<file path="src/rtl/bcd_pkg.sv">
// Shared definitions for the serial packed-BCD adder.
//   state_t : controller states (IDLE, ADD, DONE)
//   BCD_MAX : largest legal decimal digit
//   BCD_ADJ : correction added to a digit sum above BCD_MAX
//   DIGIT_W : bits per BCD digit
package bcd_pkg;

    typedef enum logic [1:0] {
        IDLE = 2'd0,
        ADD  = 2'd1,
        DONE = 2'd2
    } state_t;

    localparam int BCD_MAX = 9;
    localparam int BCD_ADJ = 6;
    localparam int DIGIT_W = 4;

endpackage

</file>
<file path="src/rtl/bcd_digit_add.sv">
// Combinational single-digit decimal adder.
// Ports:
//   a, b : BCD digits (0..9)
//   cin  : decimal carry-in
//   s    : corrected BCD sum digit
//   cout : decimal carry-out
module bcd_digit_add
    import bcd_pkg::*;
(
    input  logic [DIGIT_W-1:0] a,
    input  logic [DIGIT_W-1:0] b,
    input  logic               cin,
    output logic [DIGIT_W-1:0] s,
    output logic               cout
);

    logic [DIGIT_W:0] sum5;
    logic [DIGIT_W:0] adj5;

    assign sum5 = {1'b0, a} + {1'b0, b} + {{DIGIT_W{1'b0}}, cin};
    // Adding 6 skips the six unused binary codes 10..15; the low nibble is the digit.
    assign adj5 = sum5 + (DIGIT_W + 1)'(BCD_ADJ);

    always_comb begin
        s    = sum5[DIGIT_W-1:0];
        cout = 1'b0;
        if (sum5 > (DIGIT_W + 1)'(BCD_MAX)) begin
            s    = adj5[DIGIT_W-1:0];
            cout = 1'b1;
        end
    end

endmodule

</file>
<file path="src/rtl/bcd_serial_adder.sv">
// Multi-digit packed-BCD adder, one digit per clock, least-significant first.
// Ports:
//   clk, rst : rising-edge clock, asynchronous active-high reset
//   start    : request, sampled only while idle
//   in1, in2 : packed BCD operands (digit i at bits [4i+3:4i])
//   ci       : decimal carry-in
//   out, co  : registered BCD sum and decimal carry-out
//   n_err    : low when the last request contained a non-BCD digit
//   busy     : high while digits are being added
//   done     : one-cycle pulse when out/co/n_err have been updated
module bcd_serial_adder
    import bcd_pkg::*;
#(
    parameter int DIGITS = 4
) (
    input  logic                     clk,
    input  logic                     rst,
    input  logic                     start,
    input  logic [4*DIGITS-1:0]      in1,
    input  logic [4*DIGITS-1:0]      in2,
    input  logic                     ci,
    output logic [4*DIGITS-1:0]      out,
    output logic                     co,
    output logic                     n_err,
    output logic                     busy,
    output logic                     done
);

    localparam int W     = DIGIT_W * DIGITS;
    localparam int IDX_W = (DIGITS > 1) ? $clog2(DIGITS) : 1;
    localparam logic [IDX_W-1:0] LAST_IDX = IDX_W'(DIGITS - 1);

    state_t             state;
    logic [W-1:0]       a_r;
    logic [W-1:0]       b_r;
    logic [W-1:0]       sum_r;
    logic               carry_r;
    logic               err_r;
    logic [IDX_W-1:0]   idx;

    logic [DIGIT_W-1:0] dsum;
    logic               dcout;
    logic [W+DIGIT_W-1:0] shift_cat;

    function automatic logic has_bad_digit(input logic [W-1:0] v);
        logic bad;
        bad = 1'b0;
        for (int i = 0; i < DIGITS; i++) begin
            if (v[i*DIGIT_W +: DIGIT_W] > DIGIT_W'(BCD_MAX)) bad = 1'b1;
        end
        return bad;
    endfunction

    // Operands are shifted right each ADD cycle, so the current digit is always the low nibble.
    bcd_digit_add u_digit (
        .a    (a_r[DIGIT_W-1:0]),
        .b    (b_r[DIGIT_W-1:0]),
        .cin  (carry_r),
        .s    (dsum),
        .cout (dcout)
    );

    // New digit enters at the MSD end; after DIGITS shifts digit 0 sits at the LSD.
    assign shift_cat = {dsum, sum_r};

    always_ff @(posedge clk or posedge rst) begin
        if (rst) begin
            state   <= IDLE;
            a_r     <= '0;
            b_r     <= '0;
            sum_r   <= '0;
            carry_r <= 1'b0;
            err_r   <= 1'b0;
            idx     <= '0;
            out     <= '0;
            co      <= 1'b0;
            n_err   <= 1'b1;
            busy    <= 1'b0;
            done    <= 1'b0;
        end else begin
            done <= 1'b0;
            case (state)
                IDLE: begin
                    if (start) begin
                        a_r     <= in1;
                        b_r     <= in2;
                        carry_r <= ci;
                        sum_r   <= '0;
                        idx     <= '0;
                        if (has_bad_digit(in1) || has_bad_digit(in2)) begin
                            err_r <= 1'b1;
                            state <= DONE;
                        end else begin
                            err_r <= 1'b0;
                            busy  <= 1'b1;
                            state <= ADD;
                        end
                    end
                end
                ADD: begin
                    sum_r   <= shift_cat[W+DIGIT_W-1:DIGIT_W];
                    a_r     <= a_r >> DIGIT_W;
                    b_r     <= b_r >> DIGIT_W;
                    carry_r <= dcout;
                    idx     <= idx + IDX_W'(1);
                    if (idx == LAST_IDX) begin
                        busy  <= 1'b0;
                        state <= DONE;
                    end
                end
                DONE: begin
                    // Result registers are committed here and done pulses alongside them.
                    done  <= 1'b1;
                    if (err_r) begin
                        out   <= '0;
                        co    <= 1'b0;
                        n_err <= 1'b0;
                    end else begin
                        out   <= sum_r;
                        co    <= carry_r;
                        n_err <= 1'b1;
                    end
                    state <= IDLE;
                end
                default: state <= IDLE;
            endcase
        end
    end

endmodule

</file>
<file path="config.mk">
export PLATFORM = sky130hd
export DESIGN_NAME = bcd_serial_adder
export DESIGN_NICKNAME = d
export VERILOG_FILES = /design/src/rtl/bcd_pkg.sv /design/src/rtl/bcd_digit_add.sv /design/src/rtl/bcd_serial_adder.sv
export SDC_FILE = /design/constraint.sdc
export NUM_CORES = 1
export LEC_CHECK = 0
export CORE_MARGIN = 3
export CORE_UTILIZATION = 53
export CTS_CLUSTER_DIAMETER = 100
export DETAILED_ROUTE_END_ITERATION = 7
export HOLD_SLACK_MARGIN = 0.02
export PLACE_DENSITY = 0.88
export SLEW_MARGIN = 0
export SYNTH_ARGS = -nofsm -noshare
export SYNTH_HDL_FRONTEND = slang
export SYNTH_SLANG_ARGS = --single-unit
</file>
<file path="constraint.sdc">
create_clock -name clk -period 3.6 [get_ports clk]
set_clock_uncertainty 0.15 [all_clocks]
set_input_delay 0.72 -clock clk [delete_from_list [all_inputs] [get_ports clk]]
set_output_delay 0.72 -clock clk [all_outputs]
set_load 0.005 [all_outputs]
</file>
==> flow_metrics.tcl, run 1 <==
set metrics [dict create \
    run_status "finished clean" \
    whs_path_depth 2 \
    ctsResizeCount 0 \
    crit_path_frequent_cell "fa_1" \
    fin_crit_sh_pct 79.05 \
    antenna_found_initial 0 \
    switchingPower_mw 0.5643 \
    wl_per_cell_um 15.39 \
    synth.avg_cell_area_sq_um 10.63 \
    ys_seq_elements 74 \
    drtPass1Iterations 4 \
    clkSinkCount 74 \
    drive_gt1_share_pct 7.317 \
    hp-class "register to register" \
    synth_area_leaders "dfrtp_1, mux2i_1, o21ai_1" \
    nets 407 \
    slowest_delay_ps 460 \
    row_count 28 \
    slew_viol_final 0 \
    finish.utilization_pct 69.93 \
    start_util_pct 55.59 \
    endpoint_kind "register" \
    drtAntennaViolNets 0 \
    rsz0062_at_grt "false" \
    p_leak_nw 1.803 \
    drv_cap 0 \
    place_hpwl_um 4875 \
    ys_top_cells_by_count "dfrtp_1, nand2_1, o21ai_1" \
    clk_pin_slew_worst_paths_ps 70 \
    synth_area_leader_cell "dfrtp_1" \
    path_delay_family "adder cells" \
    powerDensity_mw_per_mm2 503.5 \
    grt_pass1_wl_um 11880 \
    p_int_mw 1.557 \
    hold_buffers 0 \
    dominantRegCellSynth "dfrtp_1" \
    die_area_sq_mm 0.007309 \
    grt_use_total_pct 20.55 \
    yosys.area.top_type_share_pct 54.54 \
    synth_fp_nets 358 \
    criticalPathCategory "register to register" \
    setup_violations 0 \
    synth_edf_count 0 \
    hold_slack_ps 326.2 \
    synth-seq-area-share_pct 55.32 \
    cts_buffers 9 \
    fp.dieH_um 85.50 \
    grt_pass1_vias 2557 \
    core_sq_mm 0.006026 \
    crit_chain "fa_1 -> fa_1 -> xnor2_1 -> ha_1 -> nor2b_1 -> a31o_1 -> a21oi_1 -> o211ai_2" \
    io_pins 56 \
    cp_slowest_cell "fa_1" \
    ys_types 36 \
    fmax_mhz 351.4 \
    routed_wl_um 6834 \
    grt_max_degree 55 \
    cts_tree "built" \
    cts-htree-levels 3 \
    finalHoldViolCount 0 \
    worstMarginPinSlew_ps 1172 \
    syn-cell-area_sq_mm 0.003349 \
    yosysMostFrequentCell "dfrtp_1" \
    drc_errors 0 \
    fin_setup_tns_ps 0 \
    vdd_drop_max_mv 0.3639 \
    dp_cells 428 \
    post_cts_buffers 0 \
    fin_cells 444 \
    worst-path-buf-inv 0 \
    vias_per_cell 5.658 \
    portBuffers 55 \
    cp.required_ps 3710 \
    grt_overflow 0 \
    antennaDiodeCount 0 \
    worst_ep_arrival_time_ps 2960 \
    clk_latency_ps 340 \
    r2r_cells 8 \
    gp_congestion 0.8301 \
    cts_max_path_buffers 2 \
    pwr-share-clk_pct 36.6 \
    drt_first_iter_violations 164 \
    fin_crit_ps 2846 \
    startpoint_type "register" \
    die_x_um 85.50 \
    num_vias 2512 \
    combPwrFrac_pct 18.2 \
    total_power_mw 2.122 \
    ys_warn_count 0 \
    p_sw_share_pct 26.60 \
    p_seq_share_pct 45.2 \
    synthToLayoutAreaGrowth_pct 25.81 \
    synthArstFlopShare_pct 100.0 \
    syn_inst 315 \
    cp_num_cells 8 \
    critPathMaxFanout 4 \
    slew_headroom_pct 21.87 \
    cts_root_buf "clkbuf_8" \
]
## kinds of logic after synthesis
group | Yosys count | share of synthesized area, %
AO/OA/AOI/OAI | 96 | 18.57
XOR/XNOR | 1 | 0.2615
adder cells (fa/ha/maj) | 7 | 3.063
multiplexers | 24 | 7.172
flip-flops | 74 | 55.32
buffers and inverters | 25 | 3.100
AND/OR/NAND/NOR | 88 | 12.51
## worst paths after layout
path,slack [ps],endpoint,start
worst max-delay path,750,sum_r[15],a_r[0]
min in group asynchronous,600,sum_r[2],rst
worst min-delay path,330,n_err,n_err
worst max register to register,750,sum_r[15],a_r[0]
worst min register to register,330,n_err,n_err
max in group asynchronous,1950,b_r[3],rst
## power by group through the flow
stage	Sequential, mW	Clock (mW)	Combinational [mW]
2_1_floorplan	0.956	0	0.267
6_report	0.958	0.777	0.386
5_1_grt	0.970	0.834	0.435
4_1_cts	0.959	0.796	0.384
3_3_place_gp	0.969	0	0.359
3_5_place_dp	0.974	0	0.382
## state kept, by name, indices dropped and copies added (netlist names)
register / flops
idx: 2
carry_r: 1
sum_r: 16
state: 2
a_r: 16
out: 16
busy: 1
co: 1
err_r: 1
n_err: 1
b_r: 16
done: 1
## routing by layer
metal	GRT usage (%)	up-vias	part of all wire, %
li1	-	1210	-
met1	25.96	1213	43
met2	34.68	83	51
met3	6.244	6	5.6
met4	5.324	0	0.61
met5	0	-	0
## worst register-to-register path: stages, from the launching register on
cell	delay, ps
dfrtp_1	400
fa_1	460
fa_1	410
xnor2_1	370
ha_1	260
nor2b_1	270
a31o_1	190
a21oi_1	90
o211ai_2	170
## placed cells by master (no fill, tap or decap), types with 2 or more instances in the layout
cell / synthesis / final
fa_1: 2 / 2
nor2_1: 6 / 6
clkdlybuf4s50_1: 0 / 55
mux2i_1: 24 / 24
nor2b_1: 4 / 3
o21ai_1: 45 / 45
nand2b_1: 19 / 19
bufinv_16: 0 / 3
nand2_1: 48 / 48
buf_4: 0 / 4
clkbuf_1: 11 / 2
a21oi_1: 5 / 5
a21o_1: 3 / 3
clkbuf_8: 0 / 10
a2111o_1: 2 / 2
ha_1: 5 / 5
nand3_1: 3 / 3
o21ai_0: 8 / 8
a31oi_1: 2 / 2
inv_2: 1 / 2
nand4_1: 4 / 4
dfrtp_1: 73 / 73
a22o_1: 22 / 22
## stage by stage
| stage | instance area (sq um) | setup slack [ps] |
|---|---|---|
| 4_1_cts | 4214 | 785.8 |
| 2_1_floorplan | 3349 | 850.0 |
| 3_5_place_dp | 3970 | 791.1 |
| 5_1_grt | 4214 | 596.2 |
| 3_3_place_gp | 3970 | 917.9 |
| 6_report | 4214 | 754.2 |
## area by class of cell
class	count	area, sq um
repair buffers	60	600.6
inverters	3	11.26
well taps	75	93.84
clock inverters	4	98.84
flip-flops and latches	74	1853
multi-input cells	216	1411
clock buffers	12	145.1
fillers	461	1812
(Power assumes the default switching activity.)
==> inputs of run 2 (changes only) <==
CORE_UTILIZATION = 48   (was 53)
PLACE_DENSITY = 0.84   (was 0.88)
clock period = 2.6 ns   (was 3.6 ns; I/O delays follow)
==> flow_metrics.tcl, run 2 (same netlist as run 1, synthesis figures left out) <==
set metrics [dict create \
    routed_wl_um 7068 \
    cts_tree "built" \
    cp.required_ps 2670 \
    grt_max_degree 43 \
    crit_path_frequent_cell "fa_2" \
    startpoint_type "register" \
    path_delay_family "adder cells" \
    r2r_cells 8 \
    row_count 29 \
    vdd_drop_max_mv 0.3460 \
    gp_congestion 0.8338 \
    slew_viol_final 0 \
    fin_setup_tns_ps 0 \
    num_vias 2562 \
    run_status "finished clean" \
    pre_cts_ws_ps -92.09 \
    grt_pass1_wl_um 11910 \
    fp.dieH_um 89.54 \
    worst_slack_ps 22.58 \
    worstMarginPinSlew_ps 575.3 \
    cp_slowest_cell "fa_2" \
    critPathMaxFanout 3 \
    hold_slack_ps 327.3 \
    fin_crit_ps 2577 \
    switchingPower_mw 0.8408 \
    vias_per_cell 5.428 \
    p_int_mw 2.175 \
    finish.utilization_pct 66.32 \
    portBuffers 55 \
    clk_latency_ps 340 \
    cts_root_buf "clkbuf_8" \
    combPwrFrac_pct 23.5 \
    synthToLayoutAreaGrowth_pct 30.03 \
    wl_per_cell_um 14.97 \
    cts_max_path_buffers 2 \
    core_sq_mm 0.006568 \
    rr_startpoint "a_r[0]" \
    drc_errors 0 \
    crit_chain "fa_2 -> fa_2 -> inv_2 -> ha_4 -> nor2b_4 -> a31o_1 -> a222oi_1 -> nand3b_1" \
    powerDensity_mw_per_mm2 692.4 \
    criticalPathCategory "register to register" \
    fmax_mhz 388.0 \
    mostFrequentLayoutCells "dfrtp_1, clkdlybuf4s50_1, nand2_1" \
    die_area_sq_mm 0.008017 \
    min_to "n_err" \
    endpoint_kind "register" \
    antennaDiodeCount 0 \
    timing.rr.end "sum_r[13]" \
    hp-start "n_err" \
    grt_pass1_vias 2522 \
    nets 417 \
    p_seq_share_pct 44.0 \
    antenna_found_initial 0 \
    drtAntennaViolNets 0 \
    pwr-share-clk_pct 32.5 \
    grt_overflow 0 \
    p_sw_share_pct 27.88 \
    worstSetupStartpoint "a_r[0]" \
    finalHoldViolCount 0 \
    fin_area_sq_mm 0.004355 \
    clkSinkCount 74 \
    io_pins 56 \
    rsz0062_at_grt "true" \
    drv_cap 0 \
    setup_violations 0 \
    whs_path_depth 2 \
    clk_pin_slew_worst_paths_ps 80 \
    grt_use_total_pct 19.31 \
    place_hpwl_um 5017 \
    drtPass1Iterations 4 \
    ff2ff_setup_slack_ps 20 \
    worst-path-buf-inv 1 \
    cts_buffers 9 \
    fin_crit_sh_pct 99.13 \
    hp-class "register to register" \
    slowest_delay_ps 550 \
    start_util_pct 51.00 \
    final_common_cell "dfrtp_1" \
    worst_ep_arrival_time_ps 2650 \
    p_leak_nw 1.858 \
    die_x_um 89.54 \
    cts-htree-levels 3 \
    drt_first_iter_violations 118 \
    drive_gt1_share_pct 12.14 \
    postPlaceCellArea_sq_mm 0.004063 \
    fillers 533 \
    slew_headroom_pct 61.59 \
]
[run 2: cell types whose count changed in the layout (fill, tap and decap cells not counted), sizes merged]
cell    previous run  this run
buf                5        15
bufinv             3         2
clkbuf            12        11
clkinv             0         3
inv                4         3
[run 2: per-layer routing]
| metal | track usage, % | vias up | share of wire [%] |
|---|---|---|---|
| li1 | - | 1232 | - |
| met1 | 26.12 | 1239 | 46 |
| met2 | 31.41 | 79 | 48 |
| met3 | 3.410 | 12 | 4.7 |
| met4 | 6.766 | 0 | 1.4 |
| met5 | 0 | - | 0 |
[run 2: worst max path at each step]
stage,end,slack (ps),cells past startpoint
final,sum_r[13],20,8
after global routing,sum_r[13],-90,8
after CTS,sum_r[13],7,8
after detailed placement,sum_r[13],-90,8
after global placement,sum_r[13],-20,8
after floorplan,sum_r[13],2,8
[run 2: cell type report]
cell class	instances	area, sq um	share of cell area, %
flip-flops and latches	74	1853	42.55
multi-input cells	216	1454	33.38
repair buffers	70	700.7	16.09
clock buffers	11	141.4	3.246
well taps	93	116.4	2.672
clock inverters	5	78.83	1.810
inverters	3	11.26	0.2585
[run 2: power groups by stage]
stage                     Clock (mW)  Combinational (mW)  Sequential (mW)
after floorplan                    0               0.369             1.32
after global placement             0               0.548             1.34
after detailed placement           0               0.574             1.35
after CTS                      0.994               0.642             1.33
after global routing            1.04               0.779             1.34
final                          0.981               0.709             1.33
[run 2: worst reg2reg max path, delay by kind of cell, from the launching register on]
family | cells | cell delay (ps)
AO/OA/AOI/OAI | 2 | 480
adder cells (fa/ha/maj) | 3 | 1130
buffers and inverters | 1 | 60
flip-flops | 1 | 410
AND/OR/NAND/NOR | 2 | 240
[run 2: per-stage QoR]
step	power, mW	std cells
4_1_cts	2.962	469
2_1_floorplan	1.693	315
6_report	3.016	472
3_5_place_dp	1.920	452
5_1_grt	3.160	472
3_3_place_gp	1.888	452
[run 2: timing repair]
| item | in CTS | in global routing |
|---|---|---|
| cloned | 0 | 0 |
| resized for setup | 9 | 2 |
| hold endpoints to repair | 0 | 0 |
| buffers inserted | 1 | 3 |
| hold buffers | 0 | 0 |
| setup endpoints to repair | 2 | 4 |
| pin swaps | 4 | 4 |
